[src/rtl/skid_buffer_pkg.sv]
// Shared types for the skid buffer: the occupancy-coded state encoding.
package skid_buffer_pkg;

    typedef enum logic [1:0] {
        EMPTY = 2'd0,
        BUSY  = 2'd1,
        FULL  = 2'd2
    } skid_state_e;

endpackage

[src/rtl/dfflr.sv]
// Common library flop: async active-low reset to zero, load when en_i is high.
module dfflr #(
    parameter int WIDTH = 1
) (
    input  logic             clk_i,
    input  logic             rst_n_i,
    input  logic             en_i,
    input  logic [WIDTH-1:0] d_i,
    output logic [WIDTH-1:0] q_o
);

    always_ff @(posedge clk_i or negedge rst_n_i) begin
        if (!rst_n_i) begin
            q_o <= '0;
        end else if (en_i) begin
            q_o <= d_i;
        end
    end

endmodule

[src/rtl/dffrc.sv]
// Common library flop: async active-low reset to a configurable constant, loads every cycle.
module dffrc #(
    parameter int               WIDTH     = 1,
    parameter logic [WIDTH-1:0] RESET_VAL = '0
) (
    input  logic             clk_i,
    input  logic             rst_n_i,
    input  logic [WIDTH-1:0] d_i,
    output logic [WIDTH-1:0] q_o
);

    always_ff @(posedge clk_i or negedge rst_n_i) begin
        if (!rst_n_i) begin
            q_o <= RESET_VAL;
        end else begin
            q_o <= d_i;
        end
    end

endmodule

[src/rtl/skid_buffer.sv]
// Two-entry valid/ready register slice; every output comes straight from a flop or the state decode.
module skid_buffer
    import skid_buffer_pkg::*;
#(
    parameter int DATA_WIDTH = 32
) (
    input  logic                  clk_i,
    input  logic                  rst_n_i,
    input  logic                  s_valid_i,
    output logic                  s_ready_o,
    input  logic [DATA_WIDTH-1:0] s_dat_i,
    output logic                  m_valid_o,
    input  logic                  m_ready_i,
    output logic [DATA_WIDTH-1:0] m_dat_o,
    output logic [1:0]            cnt_o
);

    skid_state_e           state_q;
    skid_state_e           state_d;
    logic [1:0]            state_raw;
    logic                  in_xfer;
    logic                  out_xfer;
    logic                  main_en;
    logic                  main_from_skid;
    logic                  skid_en;
    logic [DATA_WIDTH-1:0] main_d;
    logic [DATA_WIDTH-1:0] skid_q;

    assign state_q  = skid_state_e'(state_raw);
    assign in_xfer  = s_valid_i & s_ready_o;
    assign out_xfer = m_valid_o & m_ready_i;

    // Handshake outputs depend on the state register alone, which is what breaks the ready path.
    always_comb begin
        s_ready_o = 1'b1;
        m_valid_o = 1'b0;
        cnt_o     = 2'd0;
        case (state_q)
            EMPTY: begin
                s_ready_o = 1'b1;
                m_valid_o = 1'b0;
                cnt_o     = 2'd0;
            end
            BUSY: begin
                s_ready_o = 1'b1;
                m_valid_o = 1'b1;
                cnt_o     = 2'd1;
            end
            FULL: begin
                s_ready_o = 1'b0;
                m_valid_o = 1'b1;
                cnt_o     = 2'd2;
            end
            default: begin
                s_ready_o = 1'b0;
                m_valid_o = 1'b0;
                cnt_o     = 2'd0;
            end
        endcase
    end

    always_comb begin
        state_d        = state_q;
        main_en        = 1'b0;
        main_from_skid = 1'b0;
        skid_en        = 1'b0;
        case (state_q)
            EMPTY: begin
                if (in_xfer) begin
                    state_d = BUSY;
                    main_en = 1'b1;
                end
            end
            BUSY: begin
                if (in_xfer && out_xfer) begin
                    main_en = 1'b1;
                end else if (in_xfer) begin
                    state_d = FULL;
                    skid_en = 1'b1;
                end else if (out_xfer) begin
                    state_d = EMPTY;
                end
            end
            FULL: begin
                // The older beat leaves; the stalled one moves up from the skid slot.
                if (out_xfer) begin
                    state_d        = BUSY;
                    main_en        = 1'b1;
                    main_from_skid = 1'b1;
                end
            end
            default: begin
                state_d = EMPTY;
            end
        endcase
    end

    assign main_d = main_from_skid ? skid_q : s_dat_i;

    dffrc #(
        .WIDTH     (2),
        .RESET_VAL (EMPTY)
    ) u_state (
        .clk_i   (clk_i),
        .rst_n_i (rst_n_i),
        .d_i     (state_d),
        .q_o     (state_raw)
    );

    dfflr #(
        .WIDTH (DATA_WIDTH)
    ) u_main (
        .clk_i   (clk_i),
        .rst_n_i (rst_n_i),
        .en_i    (main_en),
        .d_i     (main_d),
        .q_o     (m_dat_o)
    );

    dfflr #(
        .WIDTH (DATA_WIDTH)
    ) u_skid (
        .clk_i   (clk_i),
        .rst_n_i (rst_n_i),
        .en_i    (skid_en),
        .d_i     (s_dat_i),
        .q_o     (skid_q)
    );

endmodule

[config.mk]
export PLATFORM = sky130hd
export DESIGN_NAME = skid_buffer
export DESIGN_NICKNAME = d
export VERILOG_FILES = /design/src/rtl/skid_buffer_pkg.sv /design/src/rtl/dfflr.sv /design/src/rtl/dffrc.sv /design/src/rtl/skid_buffer.sv
export SDC_FILE = /design/constraint.sdc
export NUM_CORES = 1
export LEC_CHECK = 0
export CAP_MARGIN = 20
export CORE_MARGIN = 2
export CORE_UTILIZATION = 34
export DETAILED_ROUTE_END_ITERATION = 6
export HOLD_SLACK_MARGIN = 0.05
export MAX_ROUTING_LAYER = met4
export SLEW_MARGIN = 20
export SYNTH_ARGS = -nofsm -noshare
export SYNTH_HDL_FRONTEND = slang
export SYNTH_SLANG_ARGS = --single-unit
[constraint.sdc]
create_clock -name clk_i -period 5.15 [get_ports clk_i]
set_clock_uncertainty 0.1 [all_clocks]
set_input_delay 0.7725 -clock clk_i [delete_from_list [all_inputs] [get_ports clk_i]]
set_output_delay 0.7725 -clock clk_i [all_outputs]
set_load 0.05 [all_outputs]
# Word level (Yosys, flattened, before mapping)
# Index checks and enable logic that the tools add are counted.
# W data, S select, Z words.
# op_classes
n_bitwise	2
reduce_logical	5
n_mux	17
eq_ne	6
# ops
op	n
$mux W32	1
$mux W2	5
$mux W1	8
$ne A2 B2 Y1 const B	3
$pmux W2 S3	1
$pmux W2 S2	1
$reduce_and A4 Y1	1
$reduce_or A2 Y1	2
$ne A3 B3 Y1 const B	1
$pmux W1 S3	1
$and A1 B1 Y1	2
$eq A2 B1 Y1 const B	1
$eq A2 B2 Y1 const B	1
$logic_not A2 Y1	1
$logic_and A1 B1 Y1	1
# totals
out_inout_bits	36
ff_bits	66
in_bits	36

# Logic depth before layout (Yosys ltp)
# Gate-level depths: netlist of the first run.
# logic_depth
word_depth	8
mapped_depth	7
mapped_depth_nobuf	6

# Hierarchy
# From an unflattened synthesis of the first run, not the netlist that was laid out.
# hier_totals
cells_unflattened	196
hier_area_um2	3419.5
# modules_own_cells
module	seq_area_each_um2	instances	cells_each	area_each_um2
dfflr	800.8	2	68	1345.0
skid_buffer	0.0	1	58	679.4
dffrc	50.0	1	2	50.0

# Worst setup path before layout of the first run
# No wires, ideal clock.
# synth_timing
path_kind	register -> register
from	reg u_state.q_o[0]
to	reg u_main.q_o[0]
path_slack_ns	2.920
path_stages_with_launch	7
required_time_ns	4.927
arrival_ns	2.007
cell_sequence	dfrtp_1 -> inv_1 -> ha_1 -> nand2_1 -> o31ai_4 -> buf_4 -> a21oi_2
# synth_between
elab_chain_len	7
elab_cells_between_ends	16
# synth_lines
element	line	text
start: declaration	dffrc.sv:9	output logic [WIDTH-1:0] q_o
start signal: assignment	dffrc.sv:16	q_o <= d_i;
$eq A2 B2 Y1 / $eq A2 B1 Y1 (equally long branches)	skid_buffer.sv:38	case (state_q)
$reduce_or A2 Y1 (no line) *	n/a	
$mux W1 *	skid_buffer.sv:38	
via m_valid_o	skid_buffer.sv:12	output logic m_valid_o,
$and A1 B1 Y1 *	skid_buffer.sv:31	assign out_xfer = m_valid_o & m_ready_i;
$logic_and A1 B1 Y1 / $mux W1 (equally long branches)	skid_buffer.sv:75, skid_buffer.sv:86	
$mux W1 (on tied branches)	skid_buffer.sv:75, skid_buffer.sv:67	
$pmux W1 S3 / $mux W32 (equally long branches)	skid_buffer.sv:67, skid_buffer.sv:98	
end signal: assignment	dfflr.sv:16	q_o <= d_i;
end: declaration	dfflr.sv:9	output logic [WIDTH-1:0] q_o
# Mark *: on every way through the listed nets, which the timed path passes. The rest lies on a longest branch.
# A chain may end at the register's enable or synchronous reset.

# Final worst setup path of the first run
# layout_timing
from	reg u_state.q_o[0]
to	out s_ready_o
# layout_between
elab_chain_len	3
elab_cells_between_ends	4
# layout_lines
element	line	text
$eq A2 B1 Y1 / $logic_not A2 Y1 (equally long branches)	skid_buffer.sv:38	
$reduce_or A2 Y1 (no line) *	n/a	
$mux W1 *	skid_buffer.sv:38	
end: declaration	skid_buffer.sv:10	output logic s_ready_o,
# Mark *: on every way between the ends. The rest lies on a longest branch, timed or not.

==> reports/results.txt, run 1 <==
PortBufs: 71
Final GP Congestion: 0.748
Mapped Area: 3000 sq um
die width: 98 um
post-CTS setup buffer count: 0
status: complete, no violations
final net count: 344
Clock Path Buffers: 2
syn_nets: 270
DRC Markers: 0
r2r setup slk: 2.84 ns
main flop type after synthesis: dfrtp_1
IO Pins: 72
pwr/cell area: 716 nW/um^2
register area: 1650 sq um
Tightest Hold Check Type: flop to flop
number of flops mapped to enable cells by yosys: 0
CP arrival: 2.07 ns
reg2reg path depth: 7
non-filler cells, final: 416
fmax: 339 MHz
grt total ovfl: 0
Core Area: 8640 sq um
P_leak: 1.83 nW
Synth async-reset ratio: 100%
CTS tree: yes
Initial Util: 34.8%
Fin Setup TNS: 0 ns
number of global-route vias before repair: 1910
Worst setup SP type: flop
first-pass GRT wire length: 9330 um
type of destination of the critical path: output port
Via Count: 1916
Final ANT Viol Nets: 0
WS Path Type: flop to output port
area of the multi-input gates: 1250 sq um
row count: 34
Die Y: 98 um
synthesis-stage register bit count: 66
Seq/Total Area, Yosys: 55.0%
Initial DRC Count: 47
CTS H-tree depth: 3
CP required: 4.28 ns
Overall Global Routing Usage: 12.6%
Final Hold Vio Count: 0
FILL cells: 800
post-cts sizing count: 0
diode count: 0
Worst Hold End: u_skid.q_o[16]$_DFFE_PN0P_
Critical Path Fanout Max: 4
die area: 9600 sq um
DR WL/cell: 13.4 um
Avg Cell Area, Syn: 13.1 sq um
drt pass-1 iters: 4
Area Overhead vs Synth: 35.4%
RR Startpoint: u_state.q_o[1]$_DFFE_PN0P_
DP Cell Count: 399
vias per cell: 4.61
CTS Buf Count: 9
Slew HR: 44.6%
final worst path period share: 57.2%
Hold-fix buffers, CTS: 0
final core utilization: 47.1%
final WL: 5560 um
clk slew on worst S/H paths: 0.07 ns
Slew @ Worst Pin: 0.831 ns
layout cells sized above 1: 27.9%
worst r2r dst: u_main.q_o[9]$_DFFE_PN0P_
Root Buffer: clkbuf_8
largest net degree at the start of global routing: 67
initial antenna violation count: 0
Peak supply drop: 471 uV
hold-critical path depth: 1
# clock sinks: 66
Final HPWL DP: 3640 um
worst min-delay path startpoint: u_skid.q_o[16]$_DFFE_PN0P_
Yosys Warn Count: 0
Syn Inst Count: 229
final hold slack: 0.406 ns
synth unique cells: 21
Clk Latency, worst-skew pair: 0.33 ns
# setup viols final: 0
RSZ-0062 raised after global routing: no
fin crit period: 2.95 ns
Max-cap violations: 0
Slew Viols, Final: 0
-- flip-flops by register name, summed over array words and instances (netlist names) --
register	count
u_state.q_o	2
u_main.q_o	32
u_skid.q_o	32
-- layout make-up --
class | count | share of cell area (%)
Clock buffer | 12 | 4.06
Clock inverter | 4 | 1.78
Inverter | 4 | 0.369
Multi-Input combinational cell | 147 | 30.8
Sequential cell | 66 | 40.6
Tap cell | 108 | 3.32
Timing Repair Buffer | 75 | 19.1
-- report_power, final --
part	internal [mW]	switching [mW]
clock	0.312	0.193
combinational	0.585	0.911
sequential	0.783	0.130
-- cell usage in the layout, fill, tap and decap left out --
cell,synthesis,layout
clkdlybuf4s50_1,0,70
dfrtp_1,66,66
mux2i_1,33,33
nor2_1,32,32
mux2_2,32,32
a21oi_2,30,29
clkbuf_8,0,12
ha_1,5,5
inv_1,4,4
a21oi_1,4,4
nand2_1,2,2
bufinv_16,0,2
buf_16,0,2
buf_4,5,2
or2_2,1,1
nand3b_1,1,1
o31ai_4,1,1
nand3_2,0,1
a21oi_4,0,1
o21bai_1,1,1
nor2b_1,1,1
o21ai_0,1,1
o221ai_1,1,1
a22o_1,1,1
clkinv_2,0,1
clkinvlp_4,0,1
buf_2,3,1
-- worst max-delay path by stage --
| stage | start | end | slack [ns] | cells after the start |
|---|---|---|---|---|
| global route | u_state.q_o[0]$_DFFE_PN0P_ | s_ready_o | 2.11 | 4 |
| global placement | m_ready_i | u_main.q_o[29]$_DFFE_PN0P_ | 2.08 | 4 |
| CTS | u_state.q_o[0]$_DFFE_PN0P_ | s_ready_o | 2.17 | 4 |
| finish | u_state.q_o[0]$_DFFE_PN0P_ | s_ready_o | 2.20 | 4 |
| floorplan | u_state.q_o[0]$_DFFE_PN0P_ | u_main.q_o[0]$_DFFE_PN0P_ | 2.92 | 6 |
| detailed placement | s_valid_i | u_skid.q_o[29]$_DFFE_PN0P_ | 2.14 | 4 |
-- worst max-delay path, stage by stage, from the launching register on --
cell	delay, ns
dfrtp_1	0.40
inv_1	0.09
ha_1	0.24
or2_2	0.31
clkdlybuf4s50_1	0.71
-- cell usage after synthesis, types with 2 or more instances --
master / count / share of area (%)
mux2i_1: 33 / 11
ha_1: 5 / 2.1
a21oi_1: 4 / 0.67
dfrtp_1: 66 / 55
buf_6: 4 / 1.5
a21oi_2: 30 / 8.7
buf_4: 5 / 1.2
mux2_2: 32 / 12
nor2_1: 32 / 4.0
inv_1: 4 / 0.50
buf_2: 3 / 0.50
nand2_1: 2 / 0.25
-- layer usage --
| metal | part of all wire [%] | wire, um | vias up | GRT usage [%] |
|---|---|---|---|---|
| met5 | 0 | 0 | - | - |
| met4 | 1.8 | 99 | 0 | 5.45 |
| met3 | 5.1 | 282 | 10 | 3.29 |
| met2 | 46 | 2560 | 50 | 18.1 |
| met1 | 47 | 2620 | 914 | 16.8 |
| li1 | - | - | 942 | - |
-- logic make-up after synthesis --
kind of cell	after synthesis	synth area share, %
flops	66	55.0
mux	65	23.0
compound gates	39	11.1
simple gates	38	5.08
buf+inv	16	3.75
fa+ha+maj	5	2.08
-- per-stage QoR --
step / setup WS [ns] / power, mW / area (sq um)
after floorplan: 2.92 / 2.02 / 3000
after global placement: 2.08 / 2.39 / 3770
after detailed placement: 2.14 / 2.42 / 3800
after CTS: 2.17 / 2.94 / 4040
after global routing: 2.11 / 3.09 / 4070
final: 2.20 / 2.91 / 4070
Power figures use the tool's default switching activity.
==> run 2: changes to the inputs <==
==> constraint.sdc (replaced) <==
create_clock -name clk_i -period 2.9 [get_ports clk_i]
set_clock_uncertainty 0.1 [all_clocks]
set_input_delay 0.435 -clock clk_i [delete_from_list [all_inputs] [get_ports clk_i]]
set_output_delay 0.435 -clock clk_i [all_outputs]
set_load 0.05 [all_outputs]
==> run 2 against run 1 <==
  * Sequential power grew 77%
  * First-iteration DRC count is the same
  * Core utilization shrank 0.058 points
  * Sequential share of layout area is essentially flat
  * Clock-buffer cell count shrank 2
  * Critical path type unchanged
  * Largest cell class unchanged
  * Largest power group unchanged
==> reports/results.txt, run 2 (synthesized netlist as in run 1, its figures left out) <==
Final Hold Vio Count: 0 (unchanged)
worst r2r dst: u_main.q_o[14]$_DFFE_PN0P_
drt pass-1 iters: 4 (unchanged)
fin crit period: 2.60 ns
Slew Viols, Final: 0 (unchanged)
PnR Total Power: 5.20 mW (+78%)
Reg power frac: 31.2% (about the same)
diode count: 0 (unchanged)
DR WL/cell: 13.6 um (+1.7%)
P_sw: 2.20 mW (+78%)
final worst path period share: 89.6%
routed length on met2: 2560 um (unchanged)
Max-cap violations: 0 (unchanged)
Die Y: 98 um (unchanged)
worst stage delay on the critical path: 0.70 ns (about the same)
Hold-fix buffers, CTS: 0 (unchanged)
layout cells sized above 1: 28.1% (+0.14 points)
# setup viols final: 0 (unchanged)
clk slew on worst S/H paths: 0.07 ns (about the same)
Final ANT Viol Nets: 0 (unchanged)
PortBufs: 71 (unchanged)
Worst setup SP type: flop
Final GP Congestion: 0.778 (+4.1%)
pwr/cell area: 1280 nW/um^2 (+79%)
Regs by FF count: u_main.q_o x32, u_skid.q_o x32, u_state.q_o x2
IO Pins: 72 (unchanged)
CTS tree: yes
Via Count: 1929 (+0.68%)
type of destination of the critical path: output port
CP required: 2.37 ns (-1.91 ns)
leading cell type in the layout, fill and taps excluded: clkdlybuf4s50_1
# clock sinks: 66 (unchanged)
post-CTS setup buffer count: 0 (unchanged)
final net count: 346 (+0.58%)
first-pass GRT wire length: 9620 um (+3.1%)
reg2reg path depth: 7 (unchanged)
Initial DRC Count: 47 (unchanged)
CTS H-tree depth: 3 (unchanged)
WS Path Type: flop to output port
Area Overhead vs Synth: 35.2%
area post-placement: 3830 sq um (+0.72%)
P_leak: 1.83 nW (+0.16%)
register area: 1650 sq um (unchanged)
Tightest Hold Check Type: input port to async pin
Critical Path Fanout Max: 4 (unchanged)
Clock power frac: 17.7% (+0.4 points)
fin area: 4060 sq um (-0.12%)
Clk Latency, worst-skew pair: 0.34 ns (about the same)
vias per cell: 4.61 (+0.20%)
Final HPWL DP: 3840 um (+5.6%)
RSZ-0062 raised after global routing: no
final WL: 5680 um (+2.2%)
DR WL met3: 317 um (+12%)
fmax: 385 MHz
number of global-route vias before repair: 1992 (+4.3%)
grt total ovfl: 0 (unchanged)
area of the multi-input gates: 1250 sq um (unchanged)
P_int: 3.00 mW (+78%)
Root Buffer: clkbuf_8
status: complete, no violations
crit-path cells: inv_1 -> ha_1 -> or2_2 -> clkdlybuf4s50_1
Peak supply drop: 672 uV (+43%)
Overall Global Routing Usage: 13.0% (+0.37 points)
Slew @ Worst Pin: 0.695 ns (-0.136 ns)
largest net degree at the start of global routing: 65 (-3.0%)
initial antenna violation count: 0 (unchanged)
Initial Util: 34.8% (unchanged)
commonest cells after routing, fill and taps aside: 70 x clkdlybuf4s50_1, 66 x dfrtp_1, 33 x mux2i_1
die width: 98 um (unchanged)
WL met1: 2710 um (+3.5%)
final core utilization: 47.0% (-0.058 points)
r2r setup slk: 0.90 ns (-1.94 ns)
Clock Path Buffers: 2 (unchanged)
FILL cells: 807 (+0.88%)
CTS Buf Count: 9 (unchanged)
Slew HR: 53.7% (+9.0 points)
die area: 9600 sq um (unchanged)
sw frac: 42.4% (about the same)
CP arrival: 2.06 ns (about the same)
row count: 34 (unchanged)
uppermost layer routed: met4
combinational power share: 51.2% (-0.2 points)
DRC Markers: 0 (unchanged)
Core Area: 8640 sq um (unchanged)
post-cts sizing count: 0 (unchanged)
RR Startpoint: u_state.q_o[0]$_DFFE_PN0P_
Fin Setup TNS: 0 ns (unchanged)
Max stage delay cell, worst path: clkdlybuf4s50_1
[run 2: cell types whose count changed in the layout (fill, tap and decap cells not counted), moves of 2 or more]
cell	before	now
clkbuf_8	12	9
buf_12	0	2
buf_4	2	4
clkinv_2	1	3
buf_16	2	0
[run 2: how the worst max path moves through the flow]
stage	startpoint	to	slack (ns)	cells past startpoint
after floorplan	u_state.q_o[0]$_DFFE_PN0P_	u_main.q_o[0]$_DFFE_PN0P_	0.67	6
final	u_state.q_o[0]$_DFFE_PN0P_	s_ready_o	0.30	4
after detailed placement	u_state.q_o[0]$_DFFE_PN0P_	s_ready_o	0.64	4
after global placement	u_state.q_o[0]$_DFFE_PN0P_	s_ready_o	0.67	4
after CTS	u_state.q_o[0]$_DFFE_PN0P_	s_ready_o	0.26	4
after global routing	u_state.q_o[0]$_DFFE_PN0P_	s_ready_o	0.21	4
[run 2: worst max-delay path, delay by kind of cell, from the launching register on]
kind / cells / cell delay (ns)
adders and majority gates: 1 / 0.24
buffers and inverters: 2 / 0.79
DFF: 1 / 0.40
and+or+nand+nor: 1 / 0.30
[run 2: routing by layer]
metal | track usage (%) | vias up
met5 | - | -
met3 | 3.72 | 9
li1 | - | 940
met4 | 5.13 | 0
met2 | 19.1 | 55
met1 | 16.9 | 925
[run 2: final cells by class]
type,count,area share (%)
flip-flops and latches,66,40.7
multi-input cells,147,30.8
repair buffers,77,19.1
well taps,108,3.33
clock buffers,10,3.14
clock inverters,6,2.59
inverters,4,0.370
[run 2: per-stage QoR]
step                      setup WS (ns)  cells  hold slack [ns]
after floorplan                   0.670    229           0.0394
after global placement            0.675    402            0.388
after detailed placement          0.640    402            0.394
after CTS                         0.262    418           0.0699
after global routing              0.209    418           0.0987
final                             0.302    418           0.0367
[run 2: power groups by stage]
stage / logic, mW / clock network, mW / registers (mW)
final: 2.66 / 0.918 / 1.62
after global routing: 2.84 / 0.986 / 1.70
after detailed placement: 2.69 / 0 / 1.65
after global placement: 2.67 / 0 / 1.63
after CTS: 2.70 / 0.944 / 1.63
after floorplan: 1.22 / 0 / 2.37
